===== src/rtl/en_tracker.sv =====
// Enable-stream tracker: measures en_in spacing, locks onto a nominal period,
// flags out-of-tolerance or missing pulses and emits a mid-period sample strobe.
module en_tracker #(
  parameter int unsigned INTERVAL   = 10,
  parameter int unsigned TOL        = 1,
  parameter int unsigned LOCK_CNT   = 4,
  parameter int unsigned MID_OFFSET = INTERVAL / 2
) (
  input  logic        clk,
  input  logic        rst,
  input  logic        en_in,
  input  logic        clear,
  output logic        locked,
  output logic        mid_strobe,
  output logic [31:0] period,
  output logic        err_pulse,
  output logic        miss_pulse,
  output logic [15:0] good_cnt
);

  localparam logic [31:0] Nominal = 32'(INTERVAL + 1);
  localparam logic [31:0] GapHi   = Nominal + 32'(TOL);
  // Lower bound never drops below one cycle, even for very wide tolerances.
  localparam logic [31:0] GapLo   = (TOL >= INTERVAL + 1) ? 32'd1 : Nominal - 32'(TOL);
  localparam logic [31:0] MidGap  = 32'(MID_OFFSET);
  localparam logic [15:0] LockN   = 16'(LOCK_CNT);

  typedef enum logic [1:0] {StIdle, StAcquire, StLocked} state_e;

  state_e      state_q;
  logic [31:0] gap_q;
  logic [15:0] match_q;
  logic        in_tol;
  logic        timeout;

  assign in_tol  = (gap_q >= GapLo) && (gap_q <= GapHi);
  assign timeout = (gap_q == GapHi);

  assign mid_strobe = (state_q == StLocked) && (gap_q == MidGap);

  always_ff @(posedge clk) begin
    if (!rst) begin
      state_q    <= StIdle;
      gap_q      <= '0;
      match_q    <= '0;
      locked     <= 1'b0;
      period     <= '0;
      err_pulse  <= 1'b0;
      miss_pulse <= 1'b0;
      good_cnt   <= '0;
    end else begin
      err_pulse  <= 1'b0;
      miss_pulse <= 1'b0;

      if (en_in) begin
        gap_q <= 32'd1;
      end else if (gap_q != '1) begin
        gap_q <= gap_q + 32'd1;
      end

      if (clear) begin
        state_q  <= StIdle;
        match_q  <= '0;
        good_cnt <= '0;
        locked   <= 1'b0;
      end else begin
        unique case (state_q)
          StIdle: begin
            if (en_in) begin
              state_q <= StAcquire;
              match_q <= '0;
            end
          end
          StAcquire: begin
            if (en_in) begin
              period <= gap_q;
              if (in_tol) begin
                if (match_q + 16'd1 == LockN) begin
                  state_q <= StLocked;
                  locked  <= 1'b1;
                end
                match_q <= match_q + 16'd1;
              end else begin
                err_pulse <= 1'b1;
                match_q   <= '0;
              end
            end else if (timeout) begin
              miss_pulse <= 1'b1;
              locked     <= 1'b0;
              match_q    <= '0;
              state_q    <= StIdle;
            end
          end
          StLocked: begin
            if (en_in) begin
              period <= gap_q;
              if (in_tol) begin
                if (good_cnt != '1) good_cnt <= good_cnt + 16'd1;
              end else begin
                err_pulse <= 1'b1;
                locked    <= 1'b0;
                match_q   <= '0;
                state_q   <= StAcquire;
              end
            end else if (timeout) begin
              miss_pulse <= 1'b1;
              locked     <= 1'b0;
              match_q    <= '0;
              state_q    <= StIdle;
            end
          end
          default: state_q <= StIdle;
        endcase
      end
    end
  end

endmodule


===== config.mk =====
export PLATFORM = sky130hd
export DESIGN_NAME = en_tracker
export DESIGN_NICKNAME = d
export VERILOG_FILES = /design/src/rtl/en_tracker.sv
export SDC_FILE = /design/constraint.sdc
export NUM_CORES = 1
export LEC_CHECK = 0
export CAP_MARGIN = 10
export CORE_ASPECT_RATIO = 0.7
export CORE_MARGIN = 1
export CORE_UTILIZATION = 50
export CTS_BUF_LIST = sky130_fd_sc_hd__clkbuf_16
export DETAILED_ROUTE_END_ITERATION = 7
export PLACE_DENSITY = 0.85
export SETUP_SLACK_MARGIN = 0.15
export SLEW_MARGIN = 20
export SYNTH_ARGS = -nofsm -noshare
export SYNTH_HDL_FRONTEND = slang
export SYNTH_SLANG_ARGS = --single-unit

===== constraint.sdc =====
create_clock -name clk -period 2.4 [get_ports clk]
set_input_delay 0.48 -clock clk [delete_from_list [all_inputs] [get_ports clk]]
set_output_delay 0.48 -clock clk [all_outputs]
set_load 0.03 [all_outputs]

---- Word level (Yosys, flattened, before mapping) ----
Index checks and enable logic that the tools add are counted.
word-level totals
  bits in latches ......................... 0
  input bits .............................. 4
  bits in read-only memories .............. 0
  bits in registers ....................... 101
  output and inout port bits .............. 52
  memories ................................ 0
  RAM bits ................................ 0
  logic and storage cells ................. 71
cells by class
  add/subtract/negate cells ............... 3
  magnitude comparators ................... 2
  divide/modulo/power cells ............... 0
  $mul .................................... 0
  muxes and demuxes ....................... 26
  bitwise operators ....................... 4
  equality and inequality tests ........... 11
  shifts and indexed selects .............. 0
  reduce and logical (&&, ||, !) cells .... 16
operators by type and width
  operator                                                            number
  two-way mux 16 bit                                                  6
  one-hot mux 16 bit (3 select lines)                                 1
  adder 16 x 1 -> 16 bit, second input constant                       2
  adder 32 x 1 -> 32 bit, second input constant                       1
  equality test 32 x 3 -> 1 bit, second input constant                1
  equality test 32 x 4 -> 1 bit, second input constant                1
  greater-or-equal comparator 32 x 4 -> 1 bit, second input constant  1
  less-or-equal comparator 32 x 4 -> 1 bit, second input constant     1
  inequality test 32 bit, second input constant                       1
  equality test 16 x 3 -> 1 bit, second input constant                1
  inequality test 16 bit, second input constant                       1
  two-way mux 2 bit                                                   7
  AND reduction 4 bit                                                 3
  two-way mux 1 bit                                                   10
  inequality test 3 bit, second input constant                        3
  OR reduction 4 bit                                                  2
  one-hot mux 2 bit (3 select lines)                                  1
  AND reduction 3 bit                                                 2
  OR reduction 2 bit                                                  3
  inverter 1 bit                                                      4
  nonzero test 2 bit                                                  2
  nonzero test 3 bit                                                  1
  equality test 2 x 1 -> 1 bit, second input constant                 1
  equality test 2 bit, second input constant                          1
  other kinds (4)                                                     5

---- Longest topological paths before layout ----
  depth after elaboration ................. 6
  mapped depth ............................ 10
  mapped depth without buffers ............ 9

---- Worst setup path after synthesis ----
No wires, ideal clock.
  kind .................................... reg-to-reg
  start point ............................. register state_q[0]
  end point ............................... register state_q[1]
  data arrival time ....................... 2.413 ns
  path buffers ............................ 1
  slack ................................... -0.084 ns
  setup time .............................. 0.070 ns
  required time ........................... 2.330 ns
  cell stages (with the launch flop) ...... 11
  cell sequence ........................... dfxtp_1 -> inv_1 -> ha_1 -> clkbuf_1 -> and2_1 -> nor4b_1 -> nand2_1 -> nor4b_4 -> a41oi_2 -> or4_1 -> a21oi_1
between the ends
  word-level cells in the longest chain between the ends .. 3
  elaborated cells on any way between the ends .. 9
  classes of those cells .................. eq/ne: 6; mux: 1; reduce/logical: 2
RTL lines
  item                                                                                    line  source
  start, declared                                                                         30    state_e state_q;
  start signal, assigned                                                                  43    state_q <= StIdle;
  start signal, assigned                                                                  62    state_q <= StIdle;
  start signal, assigned                                                                  70    state_q <= StAcquire;
  equality test 2 x 1 -> 1 bit (tied with other cells)                                    67    unique case (state_q)
  inequality test 3 bit (no source line) / inequality test 2 bit (equally long branches)  n/a
  AND reduction 4 bit (no source line)                                                    n/a
Parallel ways exist; a longest one is shown, timed or not.
A chain may end at the register's enable or synchronous reset.

---- Worst setup path in the final report ----
  start point ............................. register gap_q[31]
  end point ............................... register match_q[2]
between the ends
  word-level cells in the longest chain between the ends .. 5
  elaborated cells on any way between the ends .. 11
  classes of those cells .................. order compare: 2; eq/ne: 2; mux: 5; reduce/logical: 2
RTL lines
  item                                                                                                            line  source
  start, declared                                                                                                 31    logic [31:0] gap_q;
  start signal, assigned                                                                                          58    gap_q <= gap_q + 32'd1;
  greater-or-equal comparator 32 x 4 -> 1 bit / less-or-equal comparator 32 x 4 -> 1 bit (equally long branches)  36    assign in_tol = (gap_q >= GapLo) && (gap_q <= GapHi);
  logical AND 1 bit                                                                                               36
  two-way mux 16 bit                                                                                              77    if (in_tol) begin
  two-way mux 16 bit                                                                                              75    if (en_in) begin
  one-hot mux 16 bit (3 select lines)                                                                             67
  end signal, assigned                                                                                            82    match_q <= match_q + 16'd1;
  end, declared                                                                                                   32    logic [15:0] match_q;
Parallel ways exist; a longest one is shown, timed or not.

==> flow_summary_export.csv <==
group,metric,value,unit
outcome,status,"finished with violations",
outcome,violations,"negative setup slack",
timing,final-setup-viol-count,14,
yosys,synthArstFlopShare,0,%
floorplan,die_h,85.92,um
yosys,ys_ff_latch,101,
layout,drive_gt1_share,27.14,%
setup_path,reg2reg_depth,10,
floorplan,fp.dieW,121.9,um
clock_network,cts_buffers,9,
clock_network,cts_tree,"yes",
yosys,synth_edf_count,0,
setup_path,rrSetupSlack,-130,ps
yosys,avgSynthCellArea,8.113,um2
layout,nNetsFinal,779,
layout,multiInputGateArea,3217,um2
layout,layout_commonest_cell,"nand2_1",
global_route,track_usage,31.37,%
clock_network,insertion_delay,350,ps
setup_path,crit_chain,"nor4_4, nand4_1, buf_6, nor3_2, buf_4, nand3_1, nor3_1, buf_4, nand3b_1, a311oi_1",
global_route,grt_pass1_vias,5100,
timing,worstMarginPinSlew,617.4,ps
global_route,grt-ovfl-total,0,
yosys,yosys-top-cells-area,"dfxtp_1, nand2_1, nor2_1, a21boi_0, xor2_1",
timing,clock_skew,9.071,ps
yosys,yosysTopAreaCellShare,40.20,%
timing,rsz0062_at_grt,"yes",
min_path,hold-path-endpoint,"period[31]",
yosys,synth_fp_nets,634,
yosys,synth_cells,620,
clock_network,htree_num_levels,3,
floorplan,pin_count,56,
detailed_routing,first_pass_iters,5,
clock_network,cts.clk_slew.worst_paths,70,ps
detailed_routing,ant_nets,0,
detailed_routing,routed_wl,16.87,mm
timing,hold_ws,463.0,ps
power,leakagePower,0.002613,uW
floorplan,rows,30,
min_path,whs_path_depth,2,
timing,fmax,395.8,MHz
setup_path,crit_slowest_cell,"dfxtp_2",
placement,dpl_cell_area,6356,um2
setup_path,startpoint_type,"register",
clock_network,clockRootBuffer,"clkbuf_16",
timing,fin_setup_tns,-682.7,ps
power,power_density,488.1,nW/um2
placement,port_buffers,55,
yosys,synth_ff_type,"dfxtp_1",
detailed_routing,wl_per_cell,18.79,um
floorplan,core_area,9722,um2
setup_path,criticalPathCategory,"register to register",
detailed_routing,drc,0,
timing,maxSlewViolCount,0,
detailed_routing,via_per_inst,6.110,
yosys,synth_cell_types,55,
floorplan,dieArea,10470,um2
min_path,min_from,"period[31]",
setup_path,rr_endpoint,"match_q[2]",
setup_path,worstReg2RegStart,"gap_q[31]",
setup_path,slowest_delay,340,ps
global_route,antenna_found_initial,0,
layout,layout_common_cells,"nand2_1, buf_4, dfxtp_1",
setup_path,crit_fanout,4,
setup_path,worstPathArrival,2770,ps
setup_path,worstPathRequired,2640,ps
layout,final_area,7276,um2
power,peakVddDrop,0.3724,mV
timing,fin_crit_sh,105.3,%
job,maxCapViolations,0,
clock_network,clkSinkCount,101,
min_path,min_path_type,"register to register",
yosys,syn_area,5030,um2
setup_path,endpoint_kind,"register",
layout,diodes,0,
detailed_routing,drt_iter0_markers,482,
detailed_routing,num_vias,5487,
timing,max-slew-margin-rel,58.32,%
yosys,yosysTopAreaCell,"dfxtp_1",
layout,seqCellArea,2043,um2
setup_path,crit_top_cell,"buf_4",
timing,min_period,2527,ps
clock_network,cts.path.max_buffers,2,
layout,synthToLayoutAreaGrowth,44.65,%
placement,place_hpwl,10.44,mm
yosys,seq_area_frac_synth,40.20,%
layout,fill_cells,636,
global_route,grt_max_degree,34,
floorplan,start_util,51.74,%
timing,hold_viol,0,
placement,gp_congestion,0.9358,
global_route,grt_pass1_wl,25.45,mm
timing,setup_slack,-126.6,ps
yosys,ys_warn_count,0,
[logic make-up (layout without fill, tap and decap cells)]
logic type	Yosys count	in the layout	synth area share [%]
flops	101	101	40.20
buf+inv	45	195	3.458
xor+xnor	40	40	6.965
mux	4	4	0.7961
compound gates	111	111	14.38
simple gates	309	309	31.72
fa+ha+maj	10	10	2.488
[what timing repair did]
action / 4_1_cts / 5_1_grt
cloned: 2 / 0
pin swaps: 26 / 25
setup endpoints to repair: 39 / 80
gates resized for setup: 61 / 37
hold buffers: 0 / 0
setup buffers: 8 / 12
[critical path: cells and delay by family (launching register included)]
family,cells,cell delay [ps]
AND/OR/NAND/NOR,6,1250
flip-flops,1,340
buffers and inverters,3,530
AO/OA/AOI/OAI,1,300
[sequential cells by signal (all words and copies together), names as in the netlist]
register	flops
good_cnt	16
miss_pulse	1
err_pulse	1
period	32
state_q	2
locked	1
gap_q	32
match_q	16
[power by group]
group / internal, uW / leakage (uW) / switching, uW
Combinational: 67.7 / 0.00163 / 109
Sequential: 1680 / 0.000822 / 6.84
Clock: 1020 / 0.000162 / 664
Total: 2770 / 0.00261 / 780
[how the worst max path moves through the flow]
stage / start / end / depth (start not counted)
final: gap_q[31] / match_q[2] / 10
after global routing: gap_q[31] / match_q[2] / 10
after CTS: gap_q[8] / good_cnt[13] / 9
after detailed placement: en_in / state_q[0] / 8
after global placement: en_in / good_cnt[14] / 9
after floorplan: gap_q[16] / good_cnt[11] / 8
[per-stage QoR]
stage	std cells	setup slack (ps)	power [uW]	utilization [%]
2_1_floorplan	620	127.8	1801	-
3_3_place_gp	860	-169.9	1855	65.38
3_5_place_dp	860	-225.1	1860	65.38
4_1_cts	886	-12.48	3533	72.36
5_1_grt	898	-200.5	3635	74.84
6_report	898	-126.6	3551	74.84
[synthesized netlist by cell type, drive strengths merged (6+ instances only)]
cell type,instances
or3,10
nor2,65
nand3,31
and4,7
a21oi,28
nor3,15
and3,15
and2,6
o21ai,24
xnor2,16
dfxtp,101
nand2,97
clkbuf,27
nor4,14
xor2,24
nand4,23
a21boi,32
inv,13
ha,10
[per-layer routing]
layer  GRT usage [%]  vias up  routed length [um]
met1           40.01     2621                6955
met3           8.511       74                1442
met4           12.68        0                 727
met2           50.23      317                7744
li1                -     2475                   -
met5               0        -                   0
[layout make-up]
type                    count  area share [%]
clock inverters             7           1.685
clock buffers               9           3.095
well taps                 128           2.201
repair buffers            166           20.05
flip-flops and latches    101           28.08
multi-input cells         474           44.21
inverters                  13          0.6707
Power figures use the tool's default switching activity.
